==> src/rtl/pa2_seq_gen_if.sv <==
// pa2_seq_gen_if: command, burst and result signals between the sequence generator and its harness
interface pa2_seq_gen_if;
  logic       start;
  logic [3:0] num;
  logic [3:0] match_cnt;
  logic [3:0] burst_len;
  logic       hit;
  logic       valid;
  logic [3:0] seq;
  logic       busy;
  logic       done;
  logic       pass;
  logic [3:0] hit_cnt;
  modport master (output start, num, match_cnt, burst_len, hit,
                  input  valid, seq, busy, done, pass, hit_cnt);
  modport slave  (input  start, num, match_cnt, burst_len, hit,
                  output valid, seq, busy, done, pass, hit_cnt);
endinterface

==> src/rtl/pa2_seq_gen.sv <==
// pa2_seq_gen: emits a burst with a known number of matching symbols, then counts returned hits
module pa2_seq_gen #(
  parameter logic [3:0] LFSR_SEED = 4'h9,
  parameter int         TIMEOUT   = 20
) (
  input logic         clock,
  input logic         reset,
  pa2_seq_gen_if.slave bus
);
  typedef enum logic [1:0] {IDLE, SEND, CHECK, DONE} state_t;
  localparam logic [3:0] SEED = (LFSR_SEED == 4'h0) ? 4'h1 : LFSR_SEED;
  localparam logic [7:0] TMO = 8'(TIMEOUT);
  state_t     state, state_nx;
  logic [3:0] num_q, mc_q, len_q, b, lfsr, fill, len_in, hit_cnt_q;
  logic [7:0] tmo;
  logic       pass_q;
  assign len_in = (bus.burst_len > bus.match_cnt) ? bus.burst_len : bus.match_cnt;
  // filler beats must never alias the matched symbol
  assign fill = (lfsr == num_q) ? (num_q ^ 4'h1) : lfsr;
  assign bus.valid   = state == SEND;
  assign bus.seq     = bus.valid ? ((b < mc_q) ? num_q : fill) : 4'h0;
  assign bus.busy    = state != IDLE;
  assign bus.done    = state == DONE;
  assign bus.pass    = pass_q;
  assign bus.hit_cnt = hit_cnt_q;
  always_comb begin
    state_nx = state;
    case (state)
      IDLE:    if (bus.start) state_nx = (len_in == 4'd0) ? CHECK : SEND;
      SEND:    if (b == len_q - 4'd1) state_nx = CHECK;
      CHECK:   if (!bus.hit && tmo == 8'd1) state_nx = DONE;
      default: state_nx = IDLE;
    endcase
  end
  always_ff @(posedge clock or posedge reset) begin
    if (reset) begin
      state     <= IDLE;
      num_q     <= 4'h0;
      mc_q      <= 4'h0;
      len_q     <= 4'h0;
      b         <= 4'h0;
      lfsr      <= SEED;
      tmo       <= TMO;
      hit_cnt_q <= 4'h0;
      pass_q    <= 1'b0;
    end else begin
      state <= state_nx;
      tmo   <= (state == CHECK && !bus.hit) ? tmo - 8'd1 : TMO;
      if (state == IDLE && bus.start) begin
        num_q     <= bus.num;
        mc_q      <= bus.match_cnt;
        len_q     <= len_in;
        b         <= 4'h0;
        hit_cnt_q <= 4'h0;
        pass_q    <= 1'b0;
      end
      if (state == SEND) begin
        b    <= b + 4'd1;
        lfsr <= {lfsr[2:0], lfsr[3] ^ lfsr[2]};
      end
      if (state == CHECK && bus.hit && hit_cnt_q != 4'hF) hit_cnt_q <= hit_cnt_q + 4'd1;
      if (state == DONE) pass_q <= hit_cnt_q == mc_q;
    end
  end
endmodule

==> src/flat_wrapper.sv <==
// flat-port wrapper written by rule: the top's interface ports become plain ports
module pa2_seq_gen_flat 
#(
  parameter logic [3:0] LFSR_SEED = 4'h9,
  parameter int         TIMEOUT   = 20
)
  (clock, reset, bus_start, bus_num, bus_match_cnt, bus_burst_len, bus_hit, bus_valid, bus_seq, bus_busy, bus_done, bus_pass, bus_hit_cnt);
  pa2_seq_gen_if bus_i ();
  input logic clock;
  input logic reset;
  input wire logic [$bits(bus_i.start)-1:0] bus_start;
  input wire logic [$bits(bus_i.num)-1:0] bus_num;
  input wire logic [$bits(bus_i.match_cnt)-1:0] bus_match_cnt;
  input wire logic [$bits(bus_i.burst_len)-1:0] bus_burst_len;
  input wire logic [$bits(bus_i.hit)-1:0] bus_hit;
  output wire logic [$bits(bus_i.valid)-1:0] bus_valid;
  output wire logic [$bits(bus_i.seq)-1:0] bus_seq;
  output wire logic [$bits(bus_i.busy)-1:0] bus_busy;
  output wire logic [$bits(bus_i.done)-1:0] bus_done;
  output wire logic [$bits(bus_i.pass)-1:0] bus_pass;
  output wire logic [$bits(bus_i.hit_cnt)-1:0] bus_hit_cnt;
  assign bus_i.start = bus_start;
  assign bus_i.num = bus_num;
  assign bus_i.match_cnt = bus_match_cnt;
  assign bus_i.burst_len = bus_burst_len;
  assign bus_i.hit = bus_hit;
  assign bus_valid = bus_i.valid;
  assign bus_seq = bus_i.seq;
  assign bus_busy = bus_i.busy;
  assign bus_done = bus_i.done;
  assign bus_pass = bus_i.pass;
  assign bus_hit_cnt = bus_i.hit_cnt;
  pa2_seq_gen #(.LFSR_SEED(LFSR_SEED), .TIMEOUT(TIMEOUT)) u_core (.clock(clock), .reset(reset), .bus(bus_i));
endmodule
==> config.mk <==
export PLATFORM = sky130hd
export DESIGN_NAME = pa2_seq_gen_flat
export DESIGN_NICKNAME = d
export VERILOG_FILES = /design/src/rtl/pa2_seq_gen_if.sv /design/src/rtl/pa2_seq_gen.sv /design/src/flat_wrapper.sv
export SDC_FILE = /design/constraint.sdc
export NUM_CORES = 1
export LEC_CHECK = 0
export CORE_MARGIN = 1
export CORE_UTILIZATION = 50
export CTS_BUF_LIST = sky130_fd_sc_hd__clkbuf_4
export CTS_CLUSTER_DIAMETER = 50
export DETAILED_ROUTE_END_ITERATION = 10
export PLACE_DENSITY = 0.84
export SYNTH_ARGS = -nofsm -noshare
export SYNTH_HDL_FRONTEND = slang
export SYNTH_SLANG_ARGS = --single-unit
export TNS_END_PERCENT = 100
==> constraint.sdc <==
create_clock -name clock -period 2 [get_ports clock]
set_input_delay 0.4 -clock clock [delete_from_list [all_inputs] [get_ports clock]]
set_output_delay 0.4 -clock clock [all_outputs]
set_load 0.02 [all_outputs]
## Yosys cells after proc, flatten, opt, wreduce, memory -nomap -nowiden

Index checks and enable logic that the tools add are counted.

| word-level totals | value |
|---|---|
| flip-flop bits (word level) | 35 |
| output and inout bits | 12 |

| cells by class | value |
|---|---|
| $add $sub $neg | 4 |
| order comparisons | 2 |
| eq/ne operators | 11 |
| muxes and demuxes | 15 |
| bitwise operators | 2 |
| reductions and logical operators | 13 |

Operators with widths:

| kind | number |
|---|---|
| two-way mux 4 bit | 7 |
| equality test 4 bit | 3 |
| adder 4 x 1 -> 4 bit (second input constant) | 2 |
| equality test 8 x 1 -> 1 bit (second input constant) | 1 |
| two-way mux 2 bit | 4 |
| two-way mux 8 bit | 1 |
| nonzero test 2 bit | 4 |
| subtractor 8 x 1 -> 8 bit (second input constant) | 1 |
| one-hot mux 2 bit (3 select lines) | 1 |
| logical AND 1 bit | 5 |
| equality test 2 bit (second input constant) | 2 |
| > comparator 4 bit | 1 |
| logical NOT 4 bit | 1 |
| less-than comparator 4 bit | 1 |
| != test 2 bit (second input constant) | 2 |
| != test 4 bit (second input constant) | 1 |
| subtractor 4 x 1 -> 4 bit (second input constant) | 1 |
| AND reduction 3 bit | 1 |
| equality test 2 x 1 -> 1 bit (second input constant) | 1 |
| logical NOT 2 bit | 1 |
| two-way mux 1 bit | 2 |
| != test 2 x 1 -> 1 bit (second input constant) | 1 |
| logical NOT 1 bit | 1 |
| inverter 1 bit | 1 |
| XOR 1 bit | 1 |

## Longest topological paths before layout

| logic depth | value |
|---|---|
| depth in word-level cells | 6 |
| depth in mapped cells | 7 |
| depth with buffers taken out | 7 |

## Worst setup path before layout

OpenSTA, ideal clock, no wires.

| path | value |
|---|---|
| kind | reg-to-output |
| from | register u_core.b[1] |
| to | output bus_seq[0] |
| arrival time | 1777 ps |
| path slack | -177 ps |
| cell stages (with the launch flop) | 6 |
| buffers on the path | 0 |
| cells stage by stage | dfrtp_1 > ha_1 > a21o_1 > a211o_1 > a21bo_2 > a21oi_1 |

| on the way | value |
|---|---|
| word-level cells in the longest chain between the ends | 3 |

RTL lines:

| item | RTL line | text |
|---|---|---|
| start, declared | pa2_seq_gen.sv:14 | `logic [3:0] num_q, mc_q, len_q, b, lfsr, fill, len_in, hit_cnt_q;` |
| start signal, assigned | pa2_seq_gen.sv:58 | `b <= b + 4'd1;` |
| less-than comparator 4 bit | pa2_seq_gen.sv:21 | `assign bus.seq = bus.valid ? ((b < mc_q) ? num_q : fill) : 4'h0;` |
| two-way mux 4 bit (2 in a row) | pa2_seq_gen.sv:21 |  |
| end, declared | flat_wrapper.sv:17 | `output wire logic [$bits(bus_i.seq)-1:0] bus_seq;` |

No other way between the ends.

## Final worst setup path

| path | value |
|---|---|
| from | register u_core.b[1] |
| to | output bus_seq[3] |

The elaborated chain is that of the path after synthesis.

==> impl_metrics.toml <==
[status]
outcome = "finished, violations left"
violations = "setup timing"

[critical_path]
end_kind = "output port"
startpoint_type = "flop"
crit_buf_inv = 1
cp_max_fo = 8
cp.required_ps = 1600
rrSetupSlack_ps = 170
crit_slowest_cell = "dfrtp_1"
crit_chain = "ha_1 -> a21o_1 -> a211o_4 -> a21bo_2 -> a21oi_4 -> buf_6"
critical_path.top_delay_family = "compound AO/OA/AOI/OAI gates"
cpPeakStageDelay_ps = 400
critPathKind = "reg -> out"
critPathArrivalTime_ps = 2030

[logic_synthesis]
yosysSeqAreaShare_pct = 41.6
ys_seq_elements = 35
synthFlopType = "dfrtp_1"
synth_fp_nets = 247
postSynthCellCount = 215
syn-cell-area_sq_mm = 0.00212
yosysUniqueCellTypes = 42
synth_edf_count = 0
yosys_warnings = 0
postSynthAreaPerCell_sq_um = 9.85
postSynth.asyncResetShare_pct = 100

[global_route]
antenna_found_initial = 0
grt_overflow = 0
first_global_vias = 1638
grt_pass1_wl_mm = 7.58
grt_max_degree = 36
globalRouteTotalUtil_pct = 23.0

[clock_network]
clk_latency_ps = 340
tritoncts = "yes"
clk_path_buf_depth = 2
ctsHoldBuffers = 0
cts.sinks = 35
cts_root_buffer = "clkbuf_4"
h-tree-depth = 2
clk_pin_slew_ps = 110
cts_made_buffers = 5

[timing]
drv_slew = 0
layout_setup_ws_ps = -435
fin_crit_sh_pct = 122
skew_ps = 7.79
rsz0062_at_grt = "true"
fin_crit_ps = 2430
fmax_mhz = 411
relSlewSlack_pct = 69.5
holdWs_ps = 451
worst_pin_slew_ps = 457
hold_violations = 0
setup_violations = 4

[route]
drc = 0
drtAntennaViolNets = 0
wl_met2_mm = 2.18
drt_pass1_iterations = 4
routedWlPerCell_um = 13.6
m1WireLength_mm = 2.14
top_layer_used = "met4"
routed_wl_mm = 4.53
num_vias = 1754
drt_iter0_drc = 63
met3_length_um = 118
routed_via_density = 5.27

[place]
place_congestion = 0.790
dpl-instance-area_sq_mm = 0.00276
port_buffers = 27
detailed_place_hpwl_mm = 3.45
post-place-ws_ps = -536

[pwr]
power.leakage_nw = 1.30
ir_worst_vdd_uv = 564
power_mw = 4.10
p_per_area_mw_per_mm2 = 1430

[floorplan]
start_util_pct = 52.6
core_sq_mm = 0.00403
die_h_um = 67.1
ioPinCount = 28
die_x_um = 67.1
placementRows = 23
die_area_sq_mm = 0.00450

[finish]
final_layout_size_suffix_gt1_share_pct = 31.8
finalInstanceArea_sq_mm = 0.00287
layout.nets = 314
final_cell_mix = "buf_4, dfrtp_1, nand2_1, clkdlybuf4s50_1, o21ai_0"
diodes = 0
syn_to_final_growth_pct = 35.6
fin_util_pct = 71.3
final_common_cell = "buf_4"

[flow_run]
maxCapViolCount = 0

[min_path]
hp-class = "in -> async"
-- flip-flops by register name (all words and copies together), names as in the netlist --
register / flops
u_core.state: 2
u_core.len_q: 4
u_core.b: 4
u_core.mc_q: 4
u_core.num_q: 4
u_core.tmo: 8
u_core.lfsr: 4
u_core.bus.hit_cnt: 4
u_core.bus.pass: 1
-- power by group --
| group | switching [mW] | internal, mW |
|---|---|---|
| clock network | 0.235 | 0.146 |
| registers | 0.213 | 0.984 |
| logic | 1.27 | 1.25 |
| total | 1.72 | 2.38 |
-- tightest hold or removal path, delay by kind of cell --
kind                   cells  cell delay (ps)
buffers and inverters      3              830
-- final cells by class --
class                   count  area (sq um)
clock buffers               6          45.0
inverters                  17          63.8
repair buffers             65           561
well taps                  50          62.6
clock inverters             2          8.76
multi-input cells         158          1250
flip-flops and latches     35           881
fillers                   307          1160
-- logic make-up (layout without fill, tap and decap cells) --
group / after synthesis / after routing / synth area share, %
AO/OA/AOI/OAI: 48 / 48 / 15.4
XOR/XNOR: 20 / 20 / 8.27
adder cells (fa/ha/maj): 16 / 16 / 9.45
buffers and inverters: 22 / 90 / 3.90
flip-flops: 35 / 35 / 41.6
multiplexers: 12 / 12 / 6.14
AND/OR/NAND/NOR: 62 / 62 / 15.3
-- worst paths after layout --
path,startpoint,endpoint,cells after the start
worst max-delay path,u_core.b[1],bus_seq[3],6
worst min-delay path,reset,u_core.tmo[3],3
worst max register to register,u_core.len_q[0],u_core.state[0],7
worst min register to register,u_core.len_q[3],u_core.len_q[3],2
max in group asynchronous,reset,u_core.lfsr[3],3
min in group clock,u_core.len_q[3],u_core.len_q[3],2
-- cell usage after synthesis (all sizes together) (2+ instances only) --
| master | count | share of area [%] |
|---|---|---|
| o21ai | 19 | 4.5 |
| mux2i | 4 | 1.9 |
| xnor2 | 16 | 6.6 |
| nor2b | 2 | 0.59 |
| or4b | 2 | 0.95 |
| or4 | 3 | 1.2 |
| nor4 | 3 | 1.2 |
| a41oi | 3 | 1.2 |
| inv | 17 | 3.0 |
| nand2b | 3 | 0.89 |
| nor3 | 3 | 0.71 |
| a31oi | 3 | 0.89 |
| and2 | 2 | 0.65 |
| nand2 | 22 | 3.9 |
| dfrtp | 31 | 37 |
| nand4 | 2 | 0.59 |
| nor2 | 10 | 1.8 |
| clkbuf | 4 | 0.71 |
| mux2 | 8 | 4.3 |
| nand3 | 6 | 1.4 |
| a21bo | 4 | 1.9 |
| a21oi | 12 | 3.0 |
| dfstp | 4 | 5.0 |
| xor2 | 4 | 1.7 |
| ha | 16 | 9.5 |
-- layer usage --
metal | GRT usage [%] | vias up
met3 | 4.11 | 7
li1 | - | 888
met2 | 37.4 | 32
met4 | 9.31 | 0
met5 | 0 | -
met1 | 30.0 | 827
-- stage by stage --
| stage | cells | setup TNS [ps] |
|---|---|---|
| 2_1_floorplan | 215 | 0 |
| 3_3_place_gp | 323 | -3680 |
| 3_5_place_dp | 323 | -4120 |
| 4_1_cts | 332 | -1750 |
| 5_1_grt | 333 | -1980 |
| 6_report | 333 | -1700 |
-- timing repair --
item | in CTS | in global routing
gates resized for setup | 33 | 8
buffers inserted | 1 | 1
endpoints found under the setup margin | 9 | 8
cloned | 0 | 0
pin swaps | 2 | 3
(Power assumes the default switching activity.)
